[config.mk]
export PLATFORM = sky130hd
export DESIGN_NAME = serial_adder_ctrl
export DESIGN_NICKNAME = d
export VERILOG_FILES = /design/src/rtl/serial_adder_ctrl.sv
export SDC_FILE = /design/constraint.sdc
export NUM_CORES = 1
export LEC_CHECK = 0
export BUFFER_PORTS_ARGS = -buffer_cell sky130_fd_sc_hd__buf_2
export CORE_MARGIN = 10
export CORE_UTILIZATION = 59
export CTS_CLUSTER_SIZE = 40
export DETAILED_ROUTE_END_ITERATION = 6
export MAX_ROUTING_LAYER = met4
export PLACE_DENSITY = 0.84
export SETUP_SLACK_MARGIN = 0.02
export SLEW_MARGIN = 20
export SYNTH_ARGS = -nofsm -noshare
export SYNTH_HDL_FRONTEND = slang
export SYNTH_SLANG_ARGS = --single-unit
export TNS_END_PERCENT = 1
[constraint.sdc]
create_clock -name clk -period 4.3 [get_ports clk]
set_input_delay 0.645 -clock clk [delete_from_list [all_inputs] [get_ports clk]]
set_output_delay 0.645 -clock clk [all_outputs]
set_load 0.005 [all_outputs]
[src/rtl/serial_adder_ctrl.sv]
// Bit-serial WIDTH-bit add/subtract on one full-adder slice, LSB first, with a registered carry.
// Latency: start edge E0 -> busy for WIDTH cycles -> sum/cout/ovf and one-cycle done after E0+WIDTH.
// Backpressure: none queued; start is sampled only in IDLE and ignored while busy or done.
module serial_adder_ctrl #(
    parameter int WIDTH = 8
) (
    input  logic             clk,
    input  logic             rst_n,
    input  logic             start,
    input  logic             sub,
    input  logic [WIDTH-1:0] a,
    input  logic [WIDTH-1:0] b,
    input  logic             cin,
    output logic             busy,
    output logic             done,
    output logic [WIDTH-1:0] sum,
    output logic             cout,
    output logic             ovf
);

    localparam int IDXW = (WIDTH > 1) ? $clog2(WIDTH) : 1;

    typedef enum logic [1:0] {
        ST_IDLE = 2'd0,
        ST_RUN  = 2'd1,
        ST_DONE = 2'd2
    } state_t;

    state_t           state_q, state_d;
    logic [WIDTH-1:0] opa_q, opa_d;
    logic [WIDTH-1:0] opb_q, opb_d;
    // Holds the WIDTH-1 low result bits; the MSB comes straight from the slice.
    logic [WIDTH-2:0] acc_q, acc_d;
    logic [IDXW-1:0]  bit_idx_q, bit_idx_d;
    logic             carry_q, carry_d;
    logic             msb_cin_q, msb_cin_d;
    logic [WIDTH-1:0] sum_q, sum_d;
    logic             cout_q, cout_d;
    logic             ovf_q, ovf_d;

    logic fa_s;
    logic fa_c;
    logic last_bit;
    logic pre_msb_bit;

    // Shared single-bit full adder slice.
    assign fa_s = opa_q[0] ^ opb_q[0] ^ carry_q;
    assign fa_c = (opa_q[0] & opb_q[0]) | (opa_q[0] & carry_q) | (opb_q[0] & carry_q);

    assign last_bit    = (bit_idx_q == IDXW'(WIDTH - 1));
    assign pre_msb_bit = (bit_idx_q == IDXW'(WIDTH - 2));

    always_comb begin
        state_d   = state_q;
        opa_d     = opa_q;
        opb_d     = opb_q;
        acc_d     = acc_q;
        bit_idx_d = bit_idx_q;
        carry_d   = carry_q;
        msb_cin_d = msb_cin_q;
        sum_d     = sum_q;
        cout_d    = cout_q;
        ovf_d     = ovf_q;

        case (state_q)
            ST_IDLE: begin
                if (start) begin
                    opa_d     = a;
                    opb_d     = sub ? ~b : b;
                    carry_d   = sub ? 1'b1 : cin;
                    bit_idx_d = '0;
                    state_d   = ST_RUN;
                end
            end
            ST_RUN: begin
                opa_d     = opa_q >> 1;
                opb_d     = opb_q >> 1;
                acc_d     = (WIDTH-1)'({fa_s, acc_q} >> 1);
                carry_d   = fa_c;
                bit_idx_d = bit_idx_q + IDXW'(1);
                if (pre_msb_bit) begin
                    msb_cin_d = fa_c;
                end
                if (last_bit) begin
                    sum_d   = {fa_s, acc_q};
                    cout_d  = fa_c;
                    ovf_d   = msb_cin_q ^ fa_c;
                    state_d = ST_DONE;
                end
            end
            ST_DONE: begin
                state_d = ST_IDLE;
            end
            default: begin
                state_d = ST_IDLE;
            end
        endcase
    end

    always_ff @(posedge clk or negedge rst_n) begin
        if (!rst_n) begin
            state_q   <= ST_IDLE;
            opa_q     <= '0;
            opb_q     <= '0;
            acc_q     <= '0;
            bit_idx_q <= '0;
            carry_q   <= 1'b0;
            msb_cin_q <= 1'b0;
            sum_q     <= '0;
            cout_q    <= 1'b0;
            ovf_q     <= 1'b0;
        end else begin
            state_q   <= state_d;
            opa_q     <= opa_d;
            opb_q     <= opb_d;
            acc_q     <= acc_d;
            bit_idx_q <= bit_idx_d;
            carry_q   <= carry_d;
            msb_cin_q <= msb_cin_d;
            sum_q     <= sum_d;
            cout_q    <= cout_d;
            ovf_q     <= ovf_d;
        end
    end

    // Status decoded directly from the state register, so it is glitch-free.
    assign busy = (state_q == ST_RUN);
    assign done = (state_q == ST_DONE);
    assign sum  = sum_q;
    assign cout = cout_q;
    assign ovf  = ovf_q;

endmodule
Word level (Yosys, flattened, before mapping)
Cells that the tools add are included.
Operators by class
  bitwise gates (word level): 9
  $add $sub $neg: 1
  multiplexer cells: 13
  equality and inequality tests: 6
  reduce and logical (&&, ||, !) cells: 6
Operator list (number)
  8-bit one-hot mux with 2 select lines: 2
  8-bit 2-to-1 mux: 3
  8-bit inverter: 1
  2-bit AND reduction: 4
  3-bit == test, second input constant: 2
  3-bit one-hot mux with 2 select lines: 1
  2-bit 2-to-1 mux: 2
  2-bit one-hot mux with 2 select lines: 1
  3-bit by 1-bit adder with 3-bit output, second input constant: 1
  1-bit AND: 3
  3-bit 2-to-1 mux: 1
  1-bit bitwise XOR: 3
  2-bit by 1-bit == test with 1-bit output, second input constant: 1
  2-bit == test, second input constant: 1
  2-bit logical NOT: 1
  1-bit 2-to-1 mux: 2
  2-bit by 1-bit inequality test with 1-bit output, second input constant: 1
  2-bit inequality test, second input constant: 1
  1-bit OR: 2
  1-bit one-hot mux with 2 select lines: 1
  2-bit nonzero test: 1
Storage, ports and cells
  bits in registers: 40
  bits of input ports: 21
  output and inout port bits: 12

Depth between registers and ports, before layout
Gate-level depths: netlist of the first run.
  depth after elaboration: 4
  mapped depth: 6
  depth with buffers taken out: 5

Worst setup path before layout of the first run
No wires, ideal clock.
  path kind: reg2out
  from: reg state_q[1]
  to: out done
  path slack: 2746 ps
  arrival time: 909 ps
  path buffers: 2
  stages on the path, launching flop included: 4
  cell sequence: dfrtp_1 buf_2 clkbuf_1 nor2b_1
Between the ends
  word-level cells in the longest chain between the ends: 1
RTL lines
  start, declared: RTL line 29  | state_t state_q, state_d;
  start signal, assigned: RTL line 113  | state_q <= state_d;
  2-bit == test: RTL line 128  | assign done = (state_q == ST_DONE);
  end, declared: RTL line 15  | output logic done,
No other way between the ends.

Final worst setup path of the first run
  from: reg state_q[0]
  to: out busy
Between the ends
  word-level cells in the longest chain between the ends: 1
RTL lines
  2-bit by 1-bit == test with 1-bit output: RTL line 127  | assign busy = (state_q == ST_RUN);
  end, declared: RTL line 14  | output logic busy,
No other way between the ends.

==> results of run 1 <==
==> layer usage <==
metal	GRT usage [%]	vias to the layer above	wire, um
li1	-	603	-
met1	13.67	593	1507
met2	22.11	37	1781
met3	5.542	6	235
met4	4.545	0	48
met5	-	-	0
==> final cells by class <==
class / instances / share of cell area [%]
Clock buffer: 6 / 2.031
Clock inverter: 1 / 0.2462
Inverter: 8 / 1.477
Multi-Input combinational cell: 95 / 36.43
Sequential cell: 40 / 49.23
Tap cell: 44 / 2.708
Timing Repair Buffer: 32 / 7.877
==> cell families (layout without fill, tap and decap cells) <==
family / after synthesis / in the layout / share of synthesized area, %
multiplexers: 17 / 17 / 10.35
buffers and inverters: 20 / 47 / 5.819
XOR/XNOR: 9 / 9 / 4.263
flip-flops: 40 / 40 / 54.13
adder cells (fa/ha/maj): 4 / 4 / 3.113
AND/OR/NAND/NOR: 27 / 27 / 7.917
AO/OA/AOI/OAI: 38 / 38 / 14.41
==> how the worst max path moves through the flow <==
stage | endpoint | slack, ns | cells past startpoint
finish | busy | 1.62 | 2
global route | busy | 1.47 | 2
floorplan | done | 2.75 | 3
global placement | busy | 2.10 | 2
detailed placement | busy | 2.02 | 2
CTS | busy | 1.62 | 2
==> report_power, final <==
part           switching, W  total (W)  internal [W]
clock network      0.000117   0.000178     0.0000603
registers          0.000127   0.000662      0.000535
logic              0.000200   0.000435      0.000235
total              0.000445    0.00128      0.000830
==> synth_stat cells (all sizes together) <==
cell type	number
a21oi	3
a221o	4
a22o	1
a22oi	10
a32o	1
and2b	3
buf	9
clkbuf	3
dfrtp	40
fa	1
ha	3
inv	8
mux2	17
nand2	13
nand3	2
nand3b	1
nor2	3
nor2b	3
o211ai	2
o21ai	12
o21bai	1
o221ai	1
o32ai	3
or2	1
or3b	1
xnor2	8
xor2	1
==> state kept, by name, indices dropped and copies added, names as in the netlist, 2 cells and up <==
signal and cells:
opa_q 8, bit_idx_q 3, sum 8, acc_q 7
opb_q 8, state_q 2
==> through the flow <==
stage	cell area (um^2)	util, %	power, W	hold slack, ns
final	2033	67.15	0.001275	0.3977
after global placement	1987	65.62	0.001081	0.4590
after CTS	2033	67.15	0.001291	0.4149
after global routing	2033	67.15	0.001383	0.4437
after floorplan	1849	-	0.0009922	0.3494
after detailed placement	1987	65.62	0.001114	0.4721
==> worst max-delay path: stages, from the launching register on <==
cell                      delay [ns]
sky130_fd_sc_hd__dfrtp_1        0.77
sky130_fd_sc_hd__and2b_1        0.68
sky130_fd_sc_hd__buf_2          0.24
==> impl_summary.log, run 1 <==
[metrics] run status: finished, final reports clean
[metrics] setup repair after global routing missed its margin: no
[metrics] min-delay worst type: in -> async
[metrics] antenna violations before repair: 0
[metrics] Critical Path Sink Type: output pin
[metrics] number of search-and-repair iterations in the first detailed-routing pass: 4
[metrics] clock tree from TritonCTS: yes
[metrics] clock-pin slew of the registers on the worst-case setup and hold paths: 0.11 ns
[metrics] count of buffers inserted at the top-level ports: 32
[metrics] Fin Setup TNS: 0 ns
[metrics] Final Wtd Congestion: 0.8429
[metrics] Gate Count Post-Synth: 155
[metrics] number of endpoints failing setup at the final stage: 0
[metrics] fillcell total: 230
[metrics] worst endpoint data arrival time: 2.03 ns
[metrics] maximum number of pins on one net before global-route repair: 41
[metrics] routed via count divided by cell count: 5.482
[metrics] reg2reg path depth: 3
[metrics] number of flip-flops and latches in the synthesized netlist: 40
[metrics] top cells by area, synth: sky130_fd_sc_hd__dfrtp_1 (54%), sky130_fd_sc_hd__mux2_2 (10%), sky130_fd_sc_hd__a22oi_1 (4.1%)
[metrics] H-Tree Depth: 2
[metrics] number of nets produced by synthesis: 180
[metrics] area occupied by multi-input gates: 740.7 um^2
[metrics] top cell type's share of synthesized area: 54.13%
[metrics] global-route wire length before repair: 6134 um
[metrics] sequential area share after synthesis: 54.13%
[metrics] capturing point of the worst reg2reg path: msb_cin_q
[metrics] reg2reg setup slack: 2.26 ns
[metrics] Maximum Capacitance Violations: 0
[metrics] final setup margin: 1.624 ns
[metrics] signed area change from the synthesized netlist to the final layout: 9.946%
[metrics] chip height: 75.99 um
[metrics] number of ports placed on the die boundary: 33
[metrics] number of remaining DRC errors: 0
[metrics] # rows: 20
[metrics] TritonCTS Sinks: 40
[metrics] Worst setup startpoint: state_q[0]
[metrics] clock tree root buffer cell: sky130_fd_sc_hd__clkbuf_4
[metrics] die area: 0.005774 mm^2
[metrics] static leakage power: 0.9684 nW
[metrics] per-cell routed wire length: 15.81 um
[metrics] Detailed Route Iter0 Violations: 108
[metrics] highest clock rate: 0.3737 GHz
[metrics] cell taking the most area after synthesis: sky130_fd_sc_hd__dfrtp_1
[metrics] Setup Fix Bufs, Post-CTS: 0
[metrics] Place WS: 2.022 ns
[metrics] number of buffers between clock root and the deepest sink: 2
[metrics] Remaining Overflow, GRT: 0
[metrics] ratio of final minimum period to clock period: 62.23%
[metrics] R2R Path Start: state_q[0]
[metrics] via count of the first global-routing pass: 1338
[metrics] floorplan core area: 0.003028 mm^2
[metrics] commonest non-fill, non-tap cells in the layout: sky130_fd_sc_hd__dfrtp_1 (40), sky130_fd_sc_hd__buf_2 (32), sky130_fd_sc_hd__mux2_2 (17)
[metrics] Peak supply drop: 0.3049 mV
[metrics] CP required: 3.65 ns
[metrics] mean instance size in the synthesized netlist: 11.93 um^2
[metrics] number of nets in the final layout: 207
[metrics] category of the worst setup path launch point: register
[metrics] number of endpoints with negative hold slack in the final report: 0
[metrics] number of library cell types mapped by synthesis: 29
[metrics] tightest slew margin relative to the limit: 42.46%
[metrics] number of gates resized after CTS: 0
[metrics] clock buffer count from CTS: 5
[metrics] total routing resource utilization after global routing: 13.22%
[metrics] power density normalized to cell area: 627.1 mW/mm^2
[metrics] CP Max Fanout: 20
[metrics] count of final max-slew check failures: 0
[metrics] fraction of layout instances using a drive strength above 1: 31.32%
[metrics] dpl hpwl: 2546 um
[metrics] crit path kind: reg -> out
[metrics] FF+latch area: 0.001001 mm^2
[metrics] Inserted Diodes: 0
[metrics] Antenna Violating Nets Remaining: 0
[metrics] insertion delay to the later sink of the worst-skew pair: 0.35 ns
[metrics] placed cell count: 219
[metrics] most common cell after layout, fill and taps aside: sky130_fd_sc_hd__dfrtp_1
[metrics] Max Clock Skew: 0.003970 ns
[metrics] total of warnings raised by yosys: 0
[metrics] wire length after detailed routing: 3573 um
[metrics] die width: 75.99 um
[metrics] worst slew pin tran: 0.8631 ns
[metrics] Post-Synthesis Cell Area: 0.001849 mm^2
[metrics] number of buffers added to fix hold violations after cts: 0
[metrics] post-layout min period: 2.676 ns
[metrics] routed via count: 1239
[metrics] initial core utilization: 61.07%
[metrics] Cell Count, Final, Fillers Out: 226
(Power assumes the default switching activity.)
==> run 2: changes to the inputs <==
--- a/config.mk
+++ b/config.mk
@@ -5,13 +5,14 @@
 export SDC_FILE = /design/constraint.sdc
 export NUM_CORES = 1
 export LEC_CHECK = 0
+export ABC_AREA = 1
 export BUFFER_PORTS_ARGS = -buffer_cell sky130_fd_sc_hd__buf_2
 export CORE_MARGIN = 10
-export CORE_UTILIZATION = 59
+export CORE_UTILIZATION = 49
 export CTS_CLUSTER_SIZE = 40
 export DETAILED_ROUTE_END_ITERATION = 6
 export MAX_ROUTING_LAYER = met4
-export PLACE_DENSITY = 0.84
+export PLACE_DENSITY = 0.74
 export SETUP_SLACK_MARGIN = 0.02
 export SLEW_MARGIN = 20
 export SYNTH_ARGS = -nofsm -noshare
==> constraint.sdc (replaced) <==
create_clock -name clk -period 2.4 [get_ports clk]
set_input_delay 0.36 -clock clk [delete_from_list [all_inputs] [get_ports clk]]
set_output_delay 0.36 -clock clk [all_outputs]
set_load 0.005 [all_outputs]
==> impl_summary.log, run 2 <==
[metrics] top cell type's share of synthesized area: 52.98% (-1.1 points)
[metrics] met3 routed WL: 197 um (-16%)
[metrics] commonest cells in the netlist: sky130_fd_sc_hd__nand2_1 (78), sky130_fd_sc_hd__nand3_1 (43), sky130_fd_sc_hd__dfrtp_1 (40)
[metrics] number of buffers added to fix hold violations after cts: 0 (unchanged)
[metrics] sequential area share after synthesis: 52.98% (-1.1 points)
[metrics] most common cell after layout, fill and taps aside: sky130_fd_sc_hd__nand2_1
[metrics] top cells by area, synth: sky130_fd_sc_hd__dfrtp_1 (53%), sky130_fd_sc_hd__nand2_1 (15%), sky130_fd_sc_hd__nand3_1 (11%)
[metrics] insertion delay to the later sink of the worst-skew pair: 0.29 ns (-0.06 ns)
[metrics] Peak supply drop: 0.7500 mV (+150%)
[metrics] FFs w/ async S/R, synth: 100.0% (unchanged)
[metrics] commonest non-fill, non-tap cells in the layout: sky130_fd_sc_hd__nand2_1 (78), sky130_fd_sc_hd__nand3_1 (43), sky130_fd_sc_hd__dfrtp_1 (40)
[metrics] highest metal used: met4
[metrics] cell taking the most area after synthesis: sky130_fd_sc_hd__dfrtp_1
[metrics] die area: 0.006740 mm^2 (+17%)
[metrics] clock tree root buffer cell: sky130_fd_sc_hd__clkbuf_8
[metrics] initial core utilization: 51.22% (-9.9 points)
[metrics] fraction of layout instances using a drive strength above 1: 20.63% (-11 points)
[metrics] per-cell routed wire length: 12.15 um (-23%)
[metrics] CP Max Fanout: 19 (-5.0%)
[metrics] crit path kind: reg -> out
[metrics] amount of wire on met2 after detailed routing: 1639 um (-8.0%)
[metrics] number of gates resized after CTS: 0 (unchanged)
[metrics] chip height: 82.10 um (+8.0%)
[metrics] Fin Setup TNS: 0 ns (unchanged)
[metrics] Place WS: 0.9083 ns (-1.113 ns)
[metrics] Fin Hold WS: 0.1688 ns (-0.2289 ns)
[metrics] number of ports placed on the die boundary: 33 (unchanged)
[metrics] ratio of final minimum period to clock period: 72.71%
[metrics] H-Tree Depth: 2 (unchanged)
[metrics] number of buffers between clock root and the deepest sink: 2 (unchanged)
[metrics] number of search-and-repair iterations in the first detailed-routing pass: 4 (unchanged)
[metrics] antenna violations before repair: 0 (unchanged)
[metrics] post-layout min period: 1.745 ns
[metrics] # rows: 22 (+10%)
[metrics] worst endpoint data arrival time: 1.38 ns (-0.65 ns)
[metrics] dpl hpwl: 2562 um (+0.61%)
[metrics] via count of the first global-routing pass: 1448 (+8.2%)
[metrics] TritonCTS Sinks: 40 (unchanged)
[metrics] die width: 82.10 um (+8.0%)
[metrics] number of endpoints with negative hold slack in the final report: 0 (unchanged)
[metrics] Setup Fix Bufs, Post-CTS: 0 (unchanged)
[metrics] count of buffers inserted at the top-level ports: 32 (unchanged)
[metrics] total of warnings raised by yosys: 0 (unchanged)
[metrics] setup repair after global routing missed its margin: no
[metrics] run status: finished, final reports clean
[metrics] floorplan core area: 0.003689 mm^2 (+22%)
[metrics] wire length after detailed routing: 3644 um (+2.0%)
[metrics] DRT met1 WL: 1775 um (+18%)
[metrics] Post-Synthesis Cell Area: 0.001889 mm^2 (+2.2%)
[metrics] signed area change from the synthesized netlist to the final layout: 13.11%
[metrics] clock tree from TritonCTS: yes
[metrics] routed via count divided by cell count: 4.893 (-11%)
[metrics] Detailed Route Iter0 Violations: 91 (-16%)
[metrics] static leakage power: 1.165 nW (+20%)
[metrics] tightest slew margin relative to the limit: 42.27% (-0.19 points)
[metrics] category of the worst setup path launch point: register
[metrics] number of flip-flops and latches in the synthesized netlist: 40 (unchanged)
[metrics] Maximum Capacitance Violations: 0 (unchanged)
[metrics] highest clock rate: 0.5731 GHz
[metrics] global-route wire length before repair: 6348 um (+3.5%)
[metrics] power density normalized to cell area: 1143 mW/mm^2 (+82%)
[metrics] total routing resource utilization after global routing: 12.31% (-0.91 points)
[metrics] Max Clock Skew: 0.007042 ns (+0.003072 ns)
[metrics] Critical Path Sink Type: output pin
[metrics] routed via count: 1468 (+18%)
[metrics] Tot Pwr: 0.002443 W (+92%)
[metrics] Final Wtd Congestion: 0.7767 (-7.9%)
[metrics] min-delay worst type: in -> async
[metrics] number of remaining DRC errors: 0 (unchanged)
[metrics] Area after DPL: 0.002056 mm^2 (+3.5%)
[metrics] CP required: 2.04 ns (-1.61 ns)
[metrics] ys flop type: sky130_fd_sc_hd__dfrtp_1
[metrics] Antenna Violating Nets Remaining: 0 (unchanged)
[metrics] maximum number of pins on one net before global-route repair: 41 (unchanged)
[metrics] Gate Count Post-Synth: 221 (+43%)
[metrics] number of nets produced by synthesis: 246 (+37%)
[metrics] number of nets in the final layout: 277 (+34%)
[metrics] number of flops mapped to enable cells by yosys: 0 (unchanged)
[metrics] number of endpoints failing setup at the final stage: 0 (unchanged)
[metrics] final setup margin: 0.6550 ns (-0.9691 ns)
[metrics] clock buffer count from CTS: 5 (unchanged)
[metrics] Remaining Overflow, GRT: 0 (unchanged)
[metrics] final instance area: 0.002137 mm^2 (+5.1%)
[metrics] number of library cell types mapped by synthesis: 20 (-31%)
[metrics] Inserted Diodes: 0 (unchanged)
[metrics] clock-pin slew of the registers on the worst-case setup and hold paths: 0.08 ns (-0.03 ns)
[metrics] worst slew pin tran: 0.8660 ns (+0.002834 ns)
[metrics] top-count cell post-synth: sky130_fd_sc_hd__nand2_1
[metrics] mean instance size in the synthesized netlist: 8.549 um^2 (-28%)
[metrics] count of final max-slew check failures: 0 (unchanged)
## run 2: worst max-delay path, stage by stage, from the launching register on
cell and delay (ns):
sky130_fd_sc_hd__dfrtp_1 0.45, sky130_fd_sc_hd__inv_2 0.07, sky130_fd_sc_hd__nor2_4 0.37, sky130_fd_sc_hd__buf_2 0.20
## run 2: final timing paths
path / startpoint / endpoint / slack [ns] / depth (start not counted)
worst max-delay path: state_q[0] / busy / 0.66 / 3
worst min-delay path: rst_n / sum[7] / 0.17 / 1
worst max register to register: state_q[1] / opb_q[6] / 0.95 / 5
worst min register to register: sum[0] / sum[0] / 0.47 / 2
max in group asynchronous: rst_n / state_q[0] / 1.67 / 1
min in group clk: a[7] / opa_q[7] / 0.26 / 3
## run 2: report_power, final
group          internal, W  total (W)  leakage (nW)  switching (W)
logic             0.000334   0.000901         0.602       0.000567
clock network     0.000197   0.000424        0.0400       0.000227
registers         0.000951    0.00112         0.523       0.000166
## run 2: cell families after synthesis
kind of cell               after synthesis  synth area share (%)
AOI/OAI and AO/OA                       18                 6.292
DFF                                     40                 52.98
buffers and inverters                   29                 7.416
adders and majority gates                4                 3.047
xor gates and xnor gates                 2                0.9273
and+or+nand+nor                        128                 29.34
## run 2: layer usage
layer / global-route usage [%] / up-vias
li1: - / 762
met1: 14.83 / 670
met2: 19.20 / 32
met3: 4.536 / 4
met4: 3.061 / 0
met5: - / -
## run 2: cell type report
class / count / area (um^2)
sequential: 40 / 1001
tap: 48 / 60.06
fill: 345 / 1551
clock inverter: 2 / 12.51
clock buffer: 5 / 68.82
inverter: 19 / 71.32
timing repair buffer: 34 / 175.2
multi-input combinational: 152 / 748.2
## run 2: per-stage QoR
step	util [%]	instances
finish	57.94	300
global placement	55.73	293
global route	57.94	300
CTS	57.94	300
floorplan	-	221
detailed placement	55.73	293
==> run 3: changes to the inputs <==
==> constraint.sdc (replaced) <==
create_clock -name clk -period 1.5 [get_ports clk]
set_input_delay 0.225 -clock clk [delete_from_list [all_inputs] [get_ports clk]]
set_output_delay 0.225 -clock clk [all_outputs]
set_load 0.005 [all_outputs]
==> impl_summary.log, run 3 (synthesis results as in run 2) <==
[metrics] number of buffers between clock root and the deepest sink: 2 (unchanged)
[metrics] post-layout min period: 1.346 ns
[metrics] CP Max Fanout: 6 (-13)
[metrics] count of final max-slew check failures: 0 (unchanged)
[metrics] Maximum Capacitance Violations: 0 (unchanged)
[metrics] Final Wtd Congestion: 0.8111 (+4.4%)
[metrics] routed via count divided by cell count: 4.900 (+0.13%)
[metrics] number of remaining DRC errors: 0 (unchanged)
[metrics] ratio of final minimum period to clock period: 89.71%
[metrics] Antenna Violating Nets Remaining: 0 (unchanged)
[metrics] number of search-and-repair iterations in the first detailed-routing pass: 5 (+1)
[metrics] Cell Count, Final, Fillers Out: 309 (+3.0%)
[metrics] Place WS: 0.2098 ns (-0.6985 ns)
[metrics] via count of the first global-routing pass: 1575 (+8.8%)
[metrics] count of buffers inserted at the top-level ports: 32 (unchanged)
[metrics] floorplan core area: 0.003689 mm^2 (unchanged)
[metrics] reg2reg setup slack: 0.20 ns (-0.75 ns)
[metrics] Fin Hold WS: 0.1370 ns (-0.03180 ns)
[metrics] placed cell count: 300 (+2.4%)
[metrics] category of the worst setup path launch point: register
[metrics] die width: 82.10 um (unchanged)
[metrics] final setup margin: 0.1543 ns (-0.5007 ns)
[metrics] clock tree from TritonCTS: yes
[metrics] Fin Setup TNS: 0 ns (unchanged)
[metrics] worst endpoint data arrival time: 1.12 ns (-0.26 ns)
[metrics] met3 track utilization from global routing: 4.212% (-0.32 points)
[metrics] TritonCTS Sinks: 40 (unchanged)
[metrics] Peak supply drop: 0.6781 mV (-9.6%)
[metrics] Inserted Diodes: 0 (unchanged)
[metrics] # rows: 22 (unchanged)
[metrics] antenna violations before repair: 0 (unchanged)
[metrics] chip height: 82.10 um (unchanged)
[metrics] die area: 0.006740 mm^2 (unchanged)
[metrics] share of the core filled with cells: 59.94% (+2.0 points)
[metrics] number of ports placed on the die boundary: 33 (unchanged)
[metrics] most common cell after layout, fill and taps aside: sky130_fd_sc_hd__nand2_1
[metrics] Detailed Route Iter0 Violations: 76 (-16%)
[metrics] Max Clock Skew: 0.005501 ns (-0.001541 ns)
[metrics] clock buffer count from CTS: 5 (unchanged)
[metrics] Critical Path Sink Type: output pin
[metrics] fillcell total: 352 (+2.0%)
[metrics] met1 demand-to-capacity share in global routing: 16.11% (+1.3 points)
[metrics] Remaining Overflow, GRT: 0 (unchanged)
[metrics] dpl hpwl: 2788 um (+8.8%)
[metrics] per-cell routed wire length: 12.25 um (+0.84%)
[metrics] number of nets in the final layout: 285 (+2.9%)
[metrics] clock-pin slew of the registers on the worst-case setup and hold paths: 0.07 ns (about the same)
[metrics] maximum number of pins on one net before global-route repair: 41 (unchanged)
[metrics] CP required: 1.27 ns (-0.77 ns)
[metrics] routed via count: 1514 (+3.1%)
[metrics] min-delay worst type: in -> reg
[metrics] number of endpoints with negative hold slack in the final report: 0 (unchanged)
[metrics] met2 Resource Use GR: 20.14% (+0.94 points)
[metrics] highest clock rate: 0.7431 GHz
[metrics] commonest non-fill, non-tap cells in the layout: sky130_fd_sc_hd__nand2_1 (78), sky130_fd_sc_hd__nand3_1 (43), sky130_fd_sc_hd__dfrtp_1 (40)
[metrics] tightest slew margin relative to the limit: 66.34% (+24 points)
[metrics] crit path kind: reg -> out
[metrics] wire length after detailed routing: 3785 um (+3.9%)
[metrics] fraction of layout instances using a drive strength above 1: 22.99% (+2.4 points)
[metrics] run status: finished, final reports clean
[metrics] power density normalized to cell area: 1839 mW/mm^2 (+61%)
[metrics] number of endpoints failing setup at the final stage: 0 (unchanged)
[metrics] worst slew pin tran: 0.5049 ns (-0.3611 ns)
[metrics] global-route wire length before repair: 6872 um (+8.3%)
[metrics] H-Tree Depth: 2 (unchanged)
[metrics] static leakage power: 1.214 nW (+4.3%)
[metrics] initial core utilization: 51.22% (unchanged)
[metrics] insertion delay to the later sink of the worst-skew pair: 0.29 ns (about the same)
[metrics] total routing resource utilization after global routing: 13.27% (+0.96 points)
[metrics] signed area change from the synthesized netlist to the final layout: 17.02%
[metrics] setup repair after global routing missed its margin: no
[metrics] clock tree root buffer cell: sky130_fd_sc_hd__clkbuf_8
[metrics] global-route layer with the greatest usage: met2
## run 3: changes by cell type in the layout (fill, tap and decap cells not counted), sizes merged
cell	change
clkinvlp	-1
clkinv	+1
clkbuf	+1
dlygate4sd3	+1
buf	+7
## run 3: area by class of cell
type	count	area (um^2)	area share (%)
sequential	40	1001	45.27
multi-input combinational	152	748.2	33.84
timing repair buffer	42	237.7	10.75
clock buffer	6	82.58	3.735
inverter	19	71.32	3.226
tap	48	60.06	2.716
clock inverter	2	10.01	0.4527
## run 3: worst paths after layout
path / start / to / cells past startpoint
setup / recovery: state_q[0] / busy / 3
hold / removal: a[7] / opa_q[7] / 3
setup reg to reg: opa_q[0] / ovf / 4
hold reg to reg: sum[0] / sum[0] / 2
max in group asynchronous: rst_n / cout / 3
min in group asynchronous: rst_n / sum[4] / 3
## run 3: power breakdown
group	switching [W]	internal, W
Combinational	0.000928	0.000618
Clock	0.000355	0.000367
Sequential	0.000275	0.00152
## run 3: worst max-delay path, stage by stage (launching register included)
cell                      delay (ns)
sky130_fd_sc_hd__dfrtp_1        0.48
sky130_fd_sc_hd__inv_2          0.07
sky130_fd_sc_hd__nor2_4         0.14
sky130_fd_sc_hd__buf_2          0.14
## run 3: what timing repair did
action	4_1_cts	5_1_grt
resized for setup	0	0
buffers inserted	0	0
hold endpoints to repair	33	0
hold buffers	1	0
## run 3: layer usage
metal	part of all wire, %	vias up	routed length, um
li1	-	783	-
met1	49	690	1839
met2	44	35	1673
met3	5.2	6	198
met4	2.0	0	74
met5	0	-	0
## run 3: stage by stage
step                      total power, W  instance area (um^2)
final                           0.004065                  2211
after detailed placement        0.003399                  2108
after floorplan                 0.002915                  1889
after CTS                       0.004137                  2211
after global routing            0.004484                  2211
after global placement          0.003332                  2108
